`src/rtl/scan_letter_fifo_pkg.sv`:
```
// Shared definitions for the PS/2 set-2 letter parser: parser states, prefix
// bytes, the scan-code-to-letter table and the index-to-one-hot decoder.
package scan_letter_fifo_pkg;

  typedef enum logic [1:0] {
    ST_IDLE,
    ST_BRK,
    ST_EXT,
    ST_EXT_BRK
  } parse_state_e;

  localparam logic [7:0] CODE_BRK    = 8'hF0;
  localparam logic [7:0] CODE_EXT    = 8'hE0;
  localparam int         NUM_LETTERS = 26;
  localparam int         IDX_W       = 5;

  typedef struct packed {
    logic             hit;
    logic [IDX_W-1:0] idx;
  } letter_lookup_t;

  // Entry i is the make code of letter 'A'+i.
  localparam logic [7:0] LETTER_CODES [NUM_LETTERS] = '{
    8'h1C, 8'h32, 8'h21, 8'h23, 8'h24, 8'h2B, 8'h34, 8'h33, 8'h43,
    8'h3B, 8'h42, 8'h4B, 8'h3A, 8'h31, 8'h44, 8'h4D, 8'h15, 8'h2D,
    8'h1B, 8'h2C, 8'h3C, 8'h2A, 8'h1D, 8'h22, 8'h35, 8'h1A
  };

  function automatic letter_lookup_t code_to_letter(input logic [7:0] code);
    letter_lookup_t res;
    res = '0;
    for (int i = 0; i < NUM_LETTERS; i++) begin
      if (code == LETTER_CODES[i]) begin
        res.hit = 1'b1;
        res.idx = IDX_W'(i);
      end
    end
    return res;
  endfunction

  function automatic logic [NUM_LETTERS-1:0] idx_to_onehot(input logic [IDX_W-1:0] idx);
    return NUM_LETTERS'(1) << idx;
  endfunction

endpackage

```
`src/rtl/scan_letter_fifo_letter_fifo.sv`:
```
// Circular FIFO with occupancy count and a sticky overflow flag; a push into a
// full FIFO is still accepted when the head is popped in the same cycle.
module letter_fifo #(
  parameter int DEPTH = 4,
  parameter int WIDTH = 5
) (
  input  logic                     clk_i,
  input  logic                     rst_i,
  input  logic                     push_i,
  input  logic [WIDTH-1:0]         data_i,
  input  logic                     ready_i,
  output logic                     valid_o,
  output logic [WIDTH-1:0]         data_o,
  output logic [$clog2(DEPTH):0]   fill_o,
  output logic                     overflow_o
);

  localparam int PTR_W  = $clog2(DEPTH);
  localparam int FILL_W = PTR_W + 1;

  logic [WIDTH-1:0]  mem_q [DEPTH];
  logic [PTR_W-1:0]  wr_ptr_q, rd_ptr_q;
  logic [FILL_W-1:0] fill_q;
  logic              overflow_q;
  logic              full, do_pop, do_push;

  always_comb begin
    full    = (fill_q == FILL_W'(DEPTH));
    do_pop  = (fill_q != '0) && ready_i;
    do_push = push_i && (!full || do_pop);
  end

  // NOTE: storage has no reset; fill_q gates every read, so stale entries are never visible.
  always_ff @(posedge clk_i) begin
    if (do_push && !rst_i) mem_q[wr_ptr_q] <= data_i;
  end

  always_ff @(posedge clk_i) begin
    if (rst_i) begin
      wr_ptr_q   <= '0;
      rd_ptr_q   <= '0;
      fill_q     <= '0;
      overflow_q <= 1'b0;
    end else begin
      if (do_push) wr_ptr_q <= wr_ptr_q + PTR_W'(1);
      if (do_pop)  rd_ptr_q <= rd_ptr_q + PTR_W'(1);
      fill_q <= fill_q + FILL_W'(do_push) - FILL_W'(do_pop);
      if (push_i && full && !do_pop) overflow_q <= 1'b1;
    end
  end

  assign valid_o    = (fill_q != '0);
  assign data_o     = mem_q[rd_ptr_q];
  assign fill_o     = fill_q;
  assign overflow_o = overflow_q;

endmodule

```
`src/rtl/scan_letter_fifo.sv`:
```
// PS/2 set-2 byte parser that turns letter key events into one-hot letters
// queued in a small FIFO for a downstream consumer.
module scan_letter_fifo
  import scan_letter_fifo_pkg::*;
#(
  parameter int DEPTH           = 4,
  parameter int EMIT_ON_BREAK   = 1,
  parameter int SUPPRESS_REPEAT = 1
) (
  input  logic                   CLOCK_50,
  input  logic                   reset,
  input  logic                   scan_valid,
  input  logic [7:0]             scan_code,
  input  logic                   letter_ready,
  output logic                   letter_valid,
  output logic [25:0]            letter,
  output logic [$clog2(DEPTH):0] fill,
  output logic                   overflow,
  output logic [15:0]            last_code
);

  parse_state_e     state_q;
  logic             held_valid_q;
  logic [IDX_W-1:0] held_idx_q;
  logic [15:0]      last_code_q;

  letter_lookup_t   lookup;
  logic             make_ev, break_ev, repeat_blk, push;
  logic [IDX_W-1:0] head_idx;

  always_comb begin
    lookup     = code_to_letter(scan_code);
    make_ev    = scan_valid && (state_q == ST_IDLE) && lookup.hit;
    break_ev   = scan_valid && (state_q == ST_BRK)  && lookup.hit;
    repeat_blk = (SUPPRESS_REPEAT != 0) && held_valid_q && (held_idx_q == lookup.idx);
    if (EMIT_ON_BREAK != 0) push = break_ev;
    else                    push = make_ev && !repeat_blk;
  end

  always_ff @(posedge CLOCK_50) begin
    if (reset) begin
      state_q      <= ST_IDLE;
      held_valid_q <= 1'b0;
      held_idx_q   <= '0;
      last_code_q  <= '0;
    end else if (scan_valid) begin
      last_code_q <= {last_code_q[7:0], scan_code};
      case (state_q)
        ST_IDLE: begin
          if      (scan_code == CODE_BRK) state_q <= ST_BRK;
          else if (scan_code == CODE_EXT) state_q <= ST_EXT;
          else                            state_q <= ST_IDLE;
        end
        ST_EXT:  state_q <= (scan_code == CODE_BRK) ? ST_EXT_BRK : ST_IDLE;
        default: state_q <= ST_IDLE;
      endcase
      // The held key tracks the most recent letter still physically down.
      if (make_ev) begin
        held_valid_q <= 1'b1;
        held_idx_q   <= lookup.idx;
      end else if (break_ev && held_valid_q && (held_idx_q == lookup.idx)) begin
        held_valid_q <= 1'b0;
      end
    end
  end

  letter_fifo #(
    .DEPTH (DEPTH),
    .WIDTH (IDX_W)
  ) u_fifo (
    .clk_i      (CLOCK_50),
    .rst_i      (reset),
    .push_i     (push),
    .data_i     (lookup.idx),
    .ready_i    (letter_ready),
    .valid_o    (letter_valid),
    .data_o     (head_idx),
    .fill_o     (fill),
    .overflow_o (overflow)
  );

  assign letter    = letter_valid ? idx_to_onehot(head_idx) : '0;
  assign last_code = last_code_q;

endmodule

```
`config.mk`:
```
export PLATFORM = sky130hd
export DESIGN_NAME = scan_letter_fifo
export DESIGN_NICKNAME = d
export VERILOG_FILES = /design/src/rtl/scan_letter_fifo_pkg.sv /design/src/rtl/scan_letter_fifo_letter_fifo.sv /design/src/rtl/scan_letter_fifo.sv
export SDC_FILE = /design/constraint.sdc
export NUM_CORES = 1
export LEC_CHECK = 0
export CAP_MARGIN = 20
export CORE_MARGIN = 2
export CORE_UTILIZATION = 57
export CTS_BUF_LIST = sky130_fd_sc_hd__clkbuf_8
export DETAILED_ROUTE_END_ITERATION = 12
export PLACE_DENSITY = 0.95
export SLEW_MARGIN = 40
export SYNTH_ARGS = -nofsm -noshare
export SYNTH_HDL_FRONTEND = slang
export SYNTH_HIERARCHICAL = 1
export SYNTH_SLANG_ARGS = --single-unit
export TNS_END_PERCENT = 5
```
`constraint.sdc`:
```
create_clock -name CLOCK_50 -period 7.45 [get_ports CLOCK_50]
set_input_delay 1.49 -clock CLOCK_50 [delete_from_list [all_inputs] [get_ports CLOCK_50]]
set_output_delay 1.49 -clock CLOCK_50 [all_outputs]
set_load 0.005 [all_outputs]
```
Word-level counts from Yosys, hierarchy flattened
Memories as Yosys holds them, arrays and structs flattened. A register that Yosys moved wholly into a read port is not among the register bits.
Index checks and enable logic that the tools add are counted.
Cells by class
  mux-type cells: 35
  shift operators: 1
  reductions and logical operators: 13
  eq/ne operators: 31
  add/sub/neg operators: 4
Operators with widths (count)
  6-bit two-way mux: 26
  8-bit by 6-bit == test with 1-bit output (second input constant): 16
  8-bit by 5-bit == test with 1-bit output (second input constant): 5
  8-bit by 7-bit == test with 1-bit output (second input constant): 5
  26-bit two-way mux: 1
  1-bit by 5-bit left shift with 26-bit output (first input constant): 1
  8-bit == test (second input constant): 2
  2-bit two-way mux: 5
  1-bit logical AND: 7
  2-bit by 1-bit adder with 2-bit output (second input constant): 2
  2-bit case mux with 2 select lines: 1
  3-bit by 1-bit adder with 3-bit output: 1
  3-bit == test (second input constant): 1
  1-bit zero test: 3
  3-bit nonzero test: 1
  3-bit by 1-bit subtractor with 3-bit output: 1
  2-bit by 1-bit == test with 1-bit output (second input constant): 1
  2-bit == test (second input constant): 1
  2-bit zero test: 1
  1-bit two-way mux: 2
  1-bit logical OR: 1
Word-level totals
  logic and storage cells: 91
  input bits: 12
  bits in writable memories: 20
  bits in registers: 26
  output and inout port bits: 47
  memories kept: 1
Memory list
  u_fifo.mem_q: depth 4, bits a word 5, read ports 1, clocked after Yosys merged registers in 1, wr ports 1, line scan_letter_fifo_letter_fifo.sv:21  | logic [WIDTH-1:0] mem_q [DEPTH];

Depth between registers and ports, before layout
  depth after elaboration: 32
  depth in mapped cells: 17

By module
The synthesis kept the hierarchy.
Modules (own cells, without submodules)
  scan_letter_fifo: area an instance 1525.2 um^2, sequential area each 360.3 um^2, cells an instance 195, instances 1
  letter_fifo: area an instance 1241.2 um^2, sequential area each 800.8 um^2, cells an instance 77, instances 1

Worst setup path before layout
No wires, ideal clock.
  path kind: input to register
  start point: input port scan_code[7]
  end point: register u_fifo.fill_q[2], in the netlist u_fifo/fill_o[2]
  data arrival time: 4094 ps
  path slack: 3278 ps
  path buffers: 1
  setup time: 78 ps
  data required time: 7372 ps
  stages: 16
  cell sequence: buf_4 > nor2_4 > nand3_2 > o21a_1 > or3_4 > a41oi_2 > nor2b_2 > inv_2 > ha_1 > inv_1 > ha_1 > inv_1 > fa_1 > xor2_1 > and2_1 > nor3_1
Between the ends
  cells in the longest elaborated chain, start to end: 31
  elaborated cells on any way between the ends: 56
  classes of those cells: add/sub: 2; eq/ne: 26; mux: 26; reduce/logical: 2
Ends and longest elaborated chain
  start: declaration: line scan_letter_fifo.sv:13  | input logic [7:0] scan_code,
  8-bit by 5-bit == test with 1-bit output: line scan_letter_fifo_pkg.sv:33  | if (code == LETTER_CODES[i]) begin
  6-bit two-way mux (25 in a row): line scan_letter_fifo_pkg.sv:33
  6-bit two-way mux (*): line scan_letter_fifo_pkg.sv:33
  1-bit logical AND (*): line scan_letter_fifo.sv:34  | break_ev = scan_valid && (state_q == ST_BRK) && lookup.hit;
  via break_ev: line scan_letter_fifo.sv:28  | logic make_ev, break_ev, repeat_blk, push;
  1-bit logical AND (*): line scan_letter_fifo_letter_fifo.sv:30  | do_push = push_i && (!full || do_pop);
  3-bit by 1-bit adder with 3-bit output (*): line scan_letter_fifo_letter_fifo.sv:47  | fill_q <= fill_q + FILL_W'(do_push) - FILL_W'(do_pop);
  3-bit by 1-bit subtractor with 3-bit output (*): line scan_letter_fifo_letter_fifo.sv:47
  end signal: assignment: line scan_letter_fifo_letter_fifo.sv:47
  end: declaration: line scan_letter_fifo_letter_fifo.sv:23  | logic [FILL_W-1:0] fill_q;
Mark *: on every way through the listed nets, which the timed path passes. The rest lies on a longest branch.
A chain may end at the register's enable or synchronous reset.

Worst setup path in the final report
  start point: input port scan_code[3]
  end point: register u_fifo.fill_q[2], in the netlist u_fifo/fill_o[2]
Same word-level chain as after synthesis.

==> impl_metrics.py <==
metrics = {
    "status": {
        "outcome": "finished, final reports clean",
    },
    "synthesis": {
        "synthAdderAreaFrac": 0.03437,
        "synth_edf_count": 20,
        "yosys_warnings": 6,
        "syn_avg_cell_area_um2": 10.17,
        "synth_top_family_by_area": "simple AND/OR/NAND/NOR gates",
        "syn_inst": 272,
        "syn_nets": 291,
        "yosys.area.top_type": "edfxtp_1",
        "yosys.area.top_type_share": 0.2171,
        "synth_compound_area_frac": 0.09181,
        "async_reset_ff_frac": 0,
        "synthMuxAreaShare": 0.1076,
        "synth-simple-area-share": 0.2673,
        "synth_seq_area_share": 0.4197,
        "synthXorXnorAreaFrac": 0.01583,
        "synth_ff_type": "dfxtp_1",
        "ys_types": 65,
        "syn_area_um2": 2766,
        "synth_area_leaders": "edfxtp_1, dfxtp_1, mux2i_1",
        "synth-seq-cells": 48,
    },
    "clock_tree": {
        "clk_pin_slew_ns": 0.09,
        "cts_max_path_buffers": 2,
        "ctsResizeCount": 0,
        "cts.sinks": 48,
        "cts_tree": "yes",
        "cts_max_level": 2,
        "hold_buffers": 0,
        "numCtsBuffers": 5,
        "cts_setup_buffers": 0,
        "cts_root_buf": "clkbuf_8",
        "worstSkewPairLatency_ns": 0.30,
    },
    "sta": {
        "setup_tns_ns": 0,
        "worst_slew_pin_slew_ns": 0.7762,
        "rsz0062_at_grt": "false",
        "fin_skew_ns": 0.008611,
        "maxSlewHeadroom": 0.4814,
        "fmax_mhz": 198.2,
        "fin_crit_ns": 5.045,
        "drv_slew": 0,
        "hold_viol_final": 0,
        "setup_viol": 0,
        "period_share": 0.6772,
    },
    "power_and_ir_drop": {
        "finalPower_uw": 694.8,
        "power_leakage_nw": 1.188,
        "p_per_area_nw_per_um2": 205.4,
        "vdd_ir_drop_max_uv": 130.5,
    },
    "route": {
        "drt-initial-drc-count": 78,
        "vias_per_cell": 5.828,
        "ant_nets": 0,
        "wl_per_cell_um": 15.11,
        "drc_errors": 0,
        "dr.pass1.iters": 4,
        "vias": 2168,
        "routed_wirelength_um": 5621,
    },
    "critical_path": {
        "worstPathRequired_ns": 7.68,
        "end_kind": "register",
        "cp-start-kind": "primary input",
        "critical_path_class": "in -> reg",
        "crit_arrival_ns": 5.27,
        "path_max_fanout": 18,
    },
    "placement": {
        "port_buffers": 58,
        "dp_hpwl_um": 4170,
        "gp_congestion": 0.9540,
    },
    "global_route": {
        "grt_pass1_wl_um": 9218,
        "grt_start_max_net_pins": 34,
        "antenna_found_initial": 0,
        "overflow": 0,
        "track_usage": 0.2187,
        "grt_pass1_vias": 2028,
    },
    "die": {
        "coreArea_um2": 4692,
        "ios": 59,
        "die_h_um": 73.67,
        "start_util": 0.5896,
        "dieWidth_um": 73.67,
        "row_count": 25,
        "dieArea_um2": 5427,
    },
    "cells_and_area": {
        "syn_to_final_growth_pct": 22.30,
        "diodes": 0,
        "drive_gt1_frac": 0.1195,
        "nets": 336,
    },
    "worst_hold_path": {
        "hold_path_class": "reg -> reg",
    },
    "flow_run": {
        "maxCapViolations": 0,
    },
}
[per-layer routing]
metal	vias up	global-route usage	share of wire
met5	-	0	0
met4	0	0.07879	0.018
met3	11	0.04664	0.071
met2	92	0.3998	0.52
met1	1001	0.2485	0.39
li1	1064	-	-
[per-stage QoR]
step | setup slack [ns] | utilization | hold WS, ns | cell area [um2] | cells
finish | 2.405 | 0.7211 | 0.5053 | 3383 | 372
global placement | 2.311 | 0.7008 | 0.4756 | 3288 | 364
detailed placement | 2.154 | 0.6987 | 0.4844 | 3278 | 364
floorplan | 3.278 | - | 0.4604 | 2766 | 272
global route | 2.219 | 0.7211 | 0.5268 | 3383 | 372
CTS | 2.451 | 0.7189 | 0.5072 | 3373 | 372
[layout by cell type (no fill, tap or decap), drive strengths merged, types with 2 or more instances in the layout]
cell type	synthesis	layout
clkdlybuf4s50	0	56
nor2	45	45
dfxtp	28	28
edfxtp	20	20
mux2i	17	17
nor3	16	16
inv	13	14
nand2	11	11
a21oi	10	10
nand2b	7	7
nor3b	7	7
nor4b	7	7
clkbuf	5	6
ha	6	6
mux4	5	5
nand3	5	5
nand3b	4	4
o21ai	4	4
or3	4	4
nand4b	3	3
a22oi	3	3
xnor2	3	3
nor2b	3	3
o211ai	2	2
o22ai	2	2
buf	15	2
xor2	2	2
and2b	2	2
o32ai	2	2
o31a	2	2
[Yosys cell counts, drive strengths merged (4+ instances only)]
library cell,n
mux4,5
edfxtp,20
or3,4
inv,13
a21oi,10
ha,6
nor3b,7
buf,15
nor4b,7
dfxtp,28
nand2,11
nand2b,7
nand3b,4
nor3,16
nand3,5
nor2,45
o21ai,4
clkbuf,5
mux2i,17
[critical path, stage by stage]
cell	delay (ns)
clkdlybuf4s50_1	0.90
nor2b_4	0.32
inv_2	0.04
o41a_1	0.41
nor4b_4	0.16
a41oi_2	0.18
nor2b_2	0.27
inv_2	0.11
ha_1	0.30
inv_1	0.06
ha_1	0.15
inv_1	0.06
fa_1	0.38
xor2_1	0.17
and2_1	0.17
nor3_1	0.11
[cell type report]
type                            instances  area (um2)
Timing Repair Buffer                   58       570.5
Multi-Input combinational cell        191        1440
Sequential cell                        48        1161
Clock buffer                            6       82.58
Inverter                               13       48.80
Tap cell                               54       67.56
Fill cell                             335        1309
Clock inverter                          2       12.51
[flip-flops by register name (all words and copies together) (netlist names), named ones only]
register	cells
u_fifo/fill_o	3
last_code	16
state_q	2
u_fifo/overflow_o	1
u_fifo/mem_q	20
u_fifo/wr_ptr_q	2
u_fifo/rd_ptr_q	2
[final timing paths]
kind	start	to	slack (ns)	cells after the start
setup / recovery	scan_code[3]	u_fifo/fill_o[2]$_SDFF_PP0_	2.40	16
hold / removal	last_code[8]$_SDFFE_PP0P_	last_code[8]$_SDFFE_PP0P_	0.51	2
setup reg to reg	state_q[1]$_SDFFE_PP0P_	u_fifo/fill_o[2]$_SDFF_PP0_	4.84	12
hold reg to reg	last_code[8]$_SDFFE_PP0P_	last_code[8]$_SDFFE_PP0P_	0.51	2
[cells by family after synthesis]
kind of cell	Yosys count
flip-flops	48
multiplexers	23
AO/OA/AOI/OAI	35
buffers and inverters	33
AND/OR/NAND/NOR	121
XOR/XNOR	5
adder cells (fa/ha/maj)	7
[power by group]
group	internal, mW	leakage, nW	switching (mW)
Clock	0.0747	0.0526	0.0830
Sequential	0.291	0.409	0.0279
Combinational	0.112	0.727	0.106
Total	0.478	1.19	0.217
No activity file was read; power rests on OpenSTA's default activity.
